File: config.mk
export PLATFORM = sky130hd
export DESIGN_NAME = fetch_queue
export DESIGN_NICKNAME = d
export VERILOG_FILES = /design/src/rtl/cpu_pkg.sv /design/src/rtl/fetch_fifo.sv /design/src/rtl/fetch_queue.sv
export SDC_FILE = /design/constraint.sdc
export NUM_CORES = 1
export LEC_CHECK = 0
export ABC_AREA = 1
export BUFFER_PORTS_ARGS = -buffer_cell sky130_fd_sc_hd__buf_2
export CAP_MARGIN = 20
export CELL_PAD_IN_SITES_DETAIL_PLACEMENT = 1
export CELL_PAD_IN_SITES_GLOBAL_PLACEMENT = 2
export CORE_ASPECT_RATIO = 1.75
export CORE_UTILIZATION = 25
export CTS_BUF_LIST = sky130_fd_sc_hd__clkbuf_2
export DETAILED_ROUTE_END_ITERATION = 6
export PLACE_DENSITY_LB_ADDON = 0.1
export RECOVER_POWER = 100
export SYNTH_ARGS = -nofsm -noshare
export SYNTH_HDL_FRONTEND = slang
export SYNTH_SLANG_ARGS = --single-unit
export TNS_END_PERCENT = 5
File: constraint.sdc
create_clock -name clk -period 7.05 [get_ports clk]
set_input_delay 0.3525 -clock clk [delete_from_list [all_inputs] [get_ports clk]]
set_output_delay 0.3525 -clock clk [all_outputs]
set_load 0.05 [all_outputs]
File: src/rtl/cpu_pkg.sv
// Shared CPU front-end types: datapath width, bubble encoding and the fetch entry layout.
package cpu_pkg;

    localparam int unsigned XLEN = 32;

    // addi x0, x0, 0
    localparam logic [31:0] NOP_INSTR = 32'h0000_0013;

    typedef struct packed {
        logic [XLEN-1:0] pc;
        logic [31:0]     instr;
    } fetch_entry_t;

endpackage

File: src/rtl/fetch_fifo.sv
// Small synchronous FIFO of fetched {pc, instr} entries with a flush that empties it.
module fetch_fifo
    import cpu_pkg::*;
#(
    parameter int unsigned DEPTH = 2,
    localparam int unsigned CW = $clog2(DEPTH + 1),
    localparam int unsigned PW = (DEPTH > 1) ? $clog2(DEPTH) : 1
) (
    input  logic         clk,
    input  logic         reset,
    input  logic         flush,
    input  logic         push,
    input  fetch_entry_t push_entry,
    input  logic         pop,
    output logic [CW-1:0] count,
    output fetch_entry_t head
);

    fetch_entry_t mem_q [DEPTH];
    logic [PW-1:0] wr_ptr_q, wr_ptr_d;
    logic [PW-1:0] rd_ptr_q, rd_ptr_d;
    logic [CW-1:0] count_q, count_d;
    logic          pop_ok;

    function automatic logic [PW-1:0] ptr_inc(input logic [PW-1:0] p);
        return (p == PW'(DEPTH - 1)) ? '0 : p + PW'(1);
    endfunction

    assign pop_ok = pop && (count_q != '0);
    assign count  = count_q;
    assign head   = mem_q[rd_ptr_q];

    // Next pointers and occupancy; flush discards everything including a same-cycle push.
    always_comb begin
        wr_ptr_d = wr_ptr_q;
        rd_ptr_d = rd_ptr_q;
        count_d  = count_q;
        if (flush) begin
            wr_ptr_d = '0;
            rd_ptr_d = '0;
            count_d  = '0;
        end else begin
            if (push) begin
                wr_ptr_d = ptr_inc(wr_ptr_q);
            end
            if (pop_ok) begin
                rd_ptr_d = ptr_inc(rd_ptr_q);
            end
            if (push && !pop_ok) begin
                count_d = count_q + CW'(1);
            end else if (!push && pop_ok) begin
                count_d = count_q - CW'(1);
            end
        end
    end

    // Pointer and occupancy registers.
    always_ff @(posedge clk) begin
        if (reset) begin
            wr_ptr_q <= '0;
            rd_ptr_q <= '0;
            count_q  <= '0;
        end else begin
            wr_ptr_q <= wr_ptr_d;
            rd_ptr_q <= rd_ptr_d;
            count_q  <= count_d;
        end
    end

    // Entry storage; contents need no reset since count gates every read.
    always_ff @(posedge clk) begin
        if (push && !flush) begin
            mem_q[wr_ptr_q] <= push_entry;
        end
    end

    // The credit scheme upstream must never let a push land on a full FIFO.
    assert property (@(posedge clk) disable iff (reset) !(push && !flush && (count_q == CW'(DEPTH))));

endmodule

File: src/rtl/fetch_queue.sv
// IF-stage fetch queue: issues PCF to a 1-cycle instruction memory, buffers returned words
// across decode stalls, feeds the IF/ID register and back-pressures the PC register.
module fetch_queue
    import cpu_pkg::*;
#(
    parameter int unsigned DEPTH = 2
) (
    input  logic            clk,
    input  logic            reset,
    input  logic [XLEN-1:0] pcf_i,
    output logic            imem_req_o,
    output logic [XLEN-1:0] imem_addr_o,
    input  logic [31:0]     imem_rdata_i,
    input  logic            stall_d_i,
    input  logic            flush_d_i,
    output logic            stall_f_o,
    output logic [31:0]     instr_d_o,
    output logic [XLEN-1:0] pc_d_o,
    output logic [XLEN-1:0] pcplus4_d_o,
    output logic            valid_d_o
);

    localparam int unsigned CW = $clog2(DEPTH + 1);
    localparam int unsigned OW = CW + 1;

    logic            inflight_v_q;
    logic [XLEN-1:0] inflight_pc_q;

    logic [CW-1:0]   fifo_count;
    fetch_entry_t    fifo_head;
    fetch_entry_t    resp_entry;
    logic            resp_v;
    logic            bypass;
    logic            push;
    logic            pop;
    logic [OW-1:0]   occupancy;

    logic [31:0]     instr_q, instr_d;
    logic [XLEN-1:0] pc_q, pc_d;
    logic [XLEN-1:0] pcplus4_q, pcplus4_d;
    logic            valid_q, valid_d;

    // Buffered plus in-flight words; holding the PC at DEPTH guarantees room for every reply.
    assign occupancy   = {1'b0, fifo_count} + {{CW{1'b0}}, inflight_v_q};
    assign stall_f_o   = (occupancy >= OW'(DEPTH));
    assign imem_req_o  = !reset && !stall_f_o && !flush_d_i;
    assign imem_addr_o = pcf_i;

    // A reply returning during a redirect belongs to the wrong path and is dropped.
    assign resp_v           = inflight_v_q && !flush_d_i;
    assign resp_entry.pc    = inflight_pc_q;
    assign resp_entry.instr = imem_rdata_i;
    assign bypass           = resp_v && !stall_d_i && (fifo_count == '0);
    assign push             = resp_v && !bypass;
    assign pop              = !flush_d_i && !stall_d_i && (fifo_count != '0);

    fetch_fifo #(
        .DEPTH (DEPTH)
    ) u_fetch_fifo (
        .clk        (clk),
        .reset      (reset),
        .flush      (flush_d_i),
        .push       (push),
        .push_entry (resp_entry),
        .pop        (pop),
        .count      (fifo_count),
        .head       (fifo_head)
    );

    // Track the single outstanding memory read and the PC it belongs to.
    always_ff @(posedge clk) begin
        if (reset) begin
            inflight_v_q  <= 1'b0;
            inflight_pc_q <= '0;
        end else begin
            inflight_v_q <= imem_req_o;
            if (imem_req_o) begin
                inflight_pc_q <= pcf_i;
            end
        end
    end

    // IF/ID next state: flush beats stall; oldest buffered word beats a bypassed reply.
    always_comb begin
        instr_d   = instr_q;
        pc_d      = pc_q;
        pcplus4_d = pcplus4_q;
        valid_d   = valid_q;
        if (flush_d_i) begin
            instr_d = NOP_INSTR;
            valid_d = 1'b0;
        end else if (!stall_d_i) begin
            if (fifo_count != '0) begin
                instr_d   = fifo_head.instr;
                pc_d      = fifo_head.pc;
                pcplus4_d = fifo_head.pc + XLEN'(4);
                valid_d   = 1'b1;
            end else if (resp_v) begin
                instr_d   = imem_rdata_i;
                pc_d      = inflight_pc_q;
                pcplus4_d = inflight_pc_q + XLEN'(4);
                valid_d   = 1'b1;
            end else begin
                instr_d = NOP_INSTR;
                valid_d = 1'b0;
            end
        end
    end

    // IF/ID register.
    always_ff @(posedge clk) begin
        if (reset) begin
            instr_q   <= NOP_INSTR;
            pc_q      <= '0;
            pcplus4_q <= '0;
            valid_q   <= 1'b0;
        end else begin
            instr_q   <= instr_d;
            pc_q      <= pc_d;
            pcplus4_q <= pcplus4_d;
            valid_q   <= valid_d;
        end
    end

    assign instr_d_o   = instr_q;
    assign pc_d_o      = pc_q;
    assign pcplus4_d_o = pcplus4_q;
    assign valid_d_o   = valid_q;

endmodule

==> metrics.md <==
| Metric | Value |
|---|---|
| Outcome | `finished with violations` |
| Failing checks | `max-capacitance violations, max-slew violations` |
| Yosys Warn Count | `0` |
| Wire per inst | `~18 microns` |
| Initial Util | `0.254` |
| Layout area overhead | `21.8%` |
| Reg clk slew, reported paths | `~0.11 ns` |
| CTS tree | `yes` |
| Critical Path Source | `u_fetch_fifo.count[0]$_SDFFE_PP0P_` |
| Sink Count | `about 260` |
| Leak | `approximately 0.0056 uW` |
| Setup CP Type | `reg2reg` |
| Worst-path maximum fanout | `82` |
| Clock skew | `between 0.05 and 0.06 ns` |
| Cells after Synth | `between 1000 and 1500` |
| Largest net degree at the start of global routing | `83` |
| Tot Pwr | `3240 uW` |
| Max Fclk | `about 210 MHz` |
| Crit path cell chain | `inv_1 > nand2_1 > nand2_1 > nor2_1 > a21oi_4 > buf_4 > inv_4 > o21ai_0 > o21ai_0 > nor2_1` |
| Share of layout cells above drive strength 1 | `0.131` |
| Hold_buf cts | `84` |
| Area of the multi-input gates | `3800 sq um` |
| Hold Startpoint | `pcf_i[29]` |
| Post-synthesis sequential element count | `261` |
| Crit path arrival time | `between 5 and 6 ns` |
| WHS | `between 0.15 and 0.2 ns` |
| Final Critical Period | `around 4.7 ns` |
| Setup-failing EPs final | `0` |
| Number of setup buffers added after CTS | `0` |
| Clock buffer depth | `3` |
| Final core occ | `0.309` |
| Num CTS Buffers | `70` |
| GP Congestion | `roughly 0.71` |
| Seq/Total Area, Yosys | `0.579` |
| Final HPWL DP | `24500 microns` |
| CP max stage cell | `nand2_1` |
| DR vias | `around 9700` |
| Setup crit start kind | `flip-flop` |
| Slew HR | `-0.267` |
| Final-report hold violation count | `0` |
| Max cap viols | `2` |
| Number of nets in the layout | `about 1600` |
| Worst min-delay path class | `in2reg` |
| FF-to-FF setup slack | `between 2 and 2.5 ns` |
| Core ar. | `approximately 44000 sq um` |
| Drt drc | `0` |
| # rows | `around 100` |
| WP buf/inv | `3` |
| CTS root buffer | `clkbuf_2` |
| Peak VDD IR | `roughly 72 uV` |
| GRT Util Overall | `0.168` |
| CTS resizes | `0` |
| Remaining antenna violation count | `0` |
| Reg area | `6510 sq um` |
| Initial antenna violation count | `2` |
| Measured slew at the worst slew-check pin | `~1.9 ns` |
| Die Y | `about 280 microns` |
| Worst EP required | `~7.9 ns` |
| Yosys cell types | `37` |
| EDFF count, synth | `about 130` |
| Synthesized area per cell | `about 8.9 sq um` |
| Critical Path End Type | `flip-flop` |
| Vias in the first global route | `~10000` |
| Power density over the cells | `about 240 nW/um^2` |
| Top Family by Delay on Critical Path | `simple AND/OR/NAND/NOR gates` |
| I/O Buffers | `approximately 200` |
| Period utilization | `0.666` |
| Non-Filler Instances | `between 2000 and 2500` |
| Launching point of the worst reg2reg path | `u_fetch_fifo.count[0]$_SDFFE_PP0P_` |
| Syn_nets | `approximately 1300` |
| Synth Flop Type | `dfxtp_1` |
| # placed instances | `1944` |
| Grt ovf | `0` |
| TNS Setup | `0 ns` |
| Skew-Pair Late Insertion Delay | `around 0.94 ns` |
| Final slew viol count | `just under 80` |
| Via density | `4.51` |
| Initial DRC count | `~370` |
| H-tree level count | `3` |
| Full die area | `between 40000 and 50000 sq um` |
| Total length of routed wires | `approximately 38000 microns` |
| Fillers | `around 5300` |
| Asr flop ratio synth | `0` |
| Chip Width | `roughly 160 microns` |
| Mapped Area | `11200 sq um` |
| Initial DRT Pass Iterations | `4` |
| First-pass GRT wire length | `between 50000 and 60000 microns` |
| CP peak stage delay | `1.35 ns` |
| Boundary Pins | `~200` |
| RSZ-0062 raised after global routing | `no` |
[per-layer routing]
layer	up-vias	GRT usage	part of all wire
met5	-	0	0
met4	0	0.0718	0.027
met3	75	0.0311	0.042
met2	231	0.314	0.52
met1	4676	0.183	0.41
li1	4737	-	-
[cell usage after synthesis (2+ instances only)]
master	instances	area share
edfxtp_1	128	0.34
inv_1	70	0.023
nand4_1	4	0.0022
inv_2	9	0.0030
nor2_2	8	0.0045
o221ai_1	29	0.023
o21ai_0	72	0.032
o2111ai_1	3	0.0023
o21ai_1	6	0.0027
clkbuf_1	28	0.0094
o21ai_2	3	0.0023
a31oi_1	4	0.0022
a211oi_2	3	0.0033
buf_2	23	0.010
inv_4	2	0.0011
ha_1	2	0.0022
nand2_1	339	0.11
nand2_2	19	0.011
mux2i_1	3	0.0027
a21boi_1	3	0.0020
nor2_1	161	0.054
a21oi_1	49	0.022
buf_6	7	0.0070
xor2_1	4	0.0031
nand3_1	55	0.024
nor3_1	29	0.013
nand3b_1	2	0.0013
dfxtp_1	133	0.24
buf_1	7	0.0023
buf_4	39	0.026
o211ai_1	2	0.0013
o31ai_1	15	0.010
[final timing paths]
check,to,cells after the start
max,pcplus4_d_o[15]$_SDFFE_PP0P_,10
min,inflight_pc_q[29]$_SDFFE_PP0P_,4
max reg2reg,pcplus4_d_o[15]$_SDFFE_PP0P_,10
min reg2reg,u_fetch_fifo.mem_q[0][59]$_DFFE_PP_,0
[report_power, final]
| group | leakage [uW] | internal (uW) | switching (uW) |
|---|---|---|---|
| clock | 0.000504 | 441 | 675 |
| sequential | 0.00225 | 1640 | 34.5 |
| combinational | 0.00281 | 117 | 326 |
[cell usage in the layout (no fill, tap or decap), types with 29 or more instances in the layout]
cell type,n
a21oi_1,49
nor2_1,159
inv_1,71
dlygate4sd3_1,84
nor3_1,29
o21ai_0,77
edfxtp_1,128
nand2_1,340
clkbuf_1,163
nand3_1,55
dfxtp_1,132
clkbuf_2,108
buf_2,35
o221ai_1,29
[sequential cells by signal (all words and copies together), names as in the netlist, named ones only]
register / flops
pc_d_o: 32
u_fetch_fifo.wr_ptr_q: 1
u_fetch_fifo.mem_q: 128
valid_d_o: 1
inflight_pc_q: 32
instr_d_o: 32
u_fetch_fifo.count: 2
pcplus4_d_o: 30
u_fetch_fifo.rd_ptr_q: 1
inflight_v_q: 1
[per-stage QoR]
step | cell area, sq um | worst slack, ns
floorplan | 11200 | 2.73
global placement | 12400 | 3.66
detailed placement | 12400 | 3.58
CTS | 13900 | 3.53
global route | 13700 | 1.74
finish | 13700 | 2.35
[worst reg2reg max path, cell delays in order, from the launching register on]
cell	delay, ns
dfxtp_1	0.32
inv_1	0.08
nand2_1	1.35
nand2_1	0.42
nor2_1	0.48
a21oi_4	0.04
buf_4	0.32
inv_4	0.68
o21ai_0	0.56
o21ai_0	0.29
nor2_1	0.06
[layout make-up]
class	count	share of cell area
Sequential cell	261	0.475
Multi-Input combinational cell	820	0.277
Timing Repair Buffer	294	0.125
Tap cell	572	0.0523
Clock buffer	108	0.0395
Inverter	81	0.0226
Clock inverter	18	0.00713
Antenna cell	2	0.000366
[cell families after synthesis]
logic type | count (synthesis) | share of synthesized area
muxes | 3 | 0.00267
buffers and inverters | 185 | 0.0825
and+or+nand+nor | 620 | 0.226
DFF | 261 | 0.579
adders and majority gates | 2 | 0.00223
AOI/OAI and AO/OA | 190 | 0.104
xor gates and xnor gates | 5 | 0.00390
(Power assumes the default switching activity.)
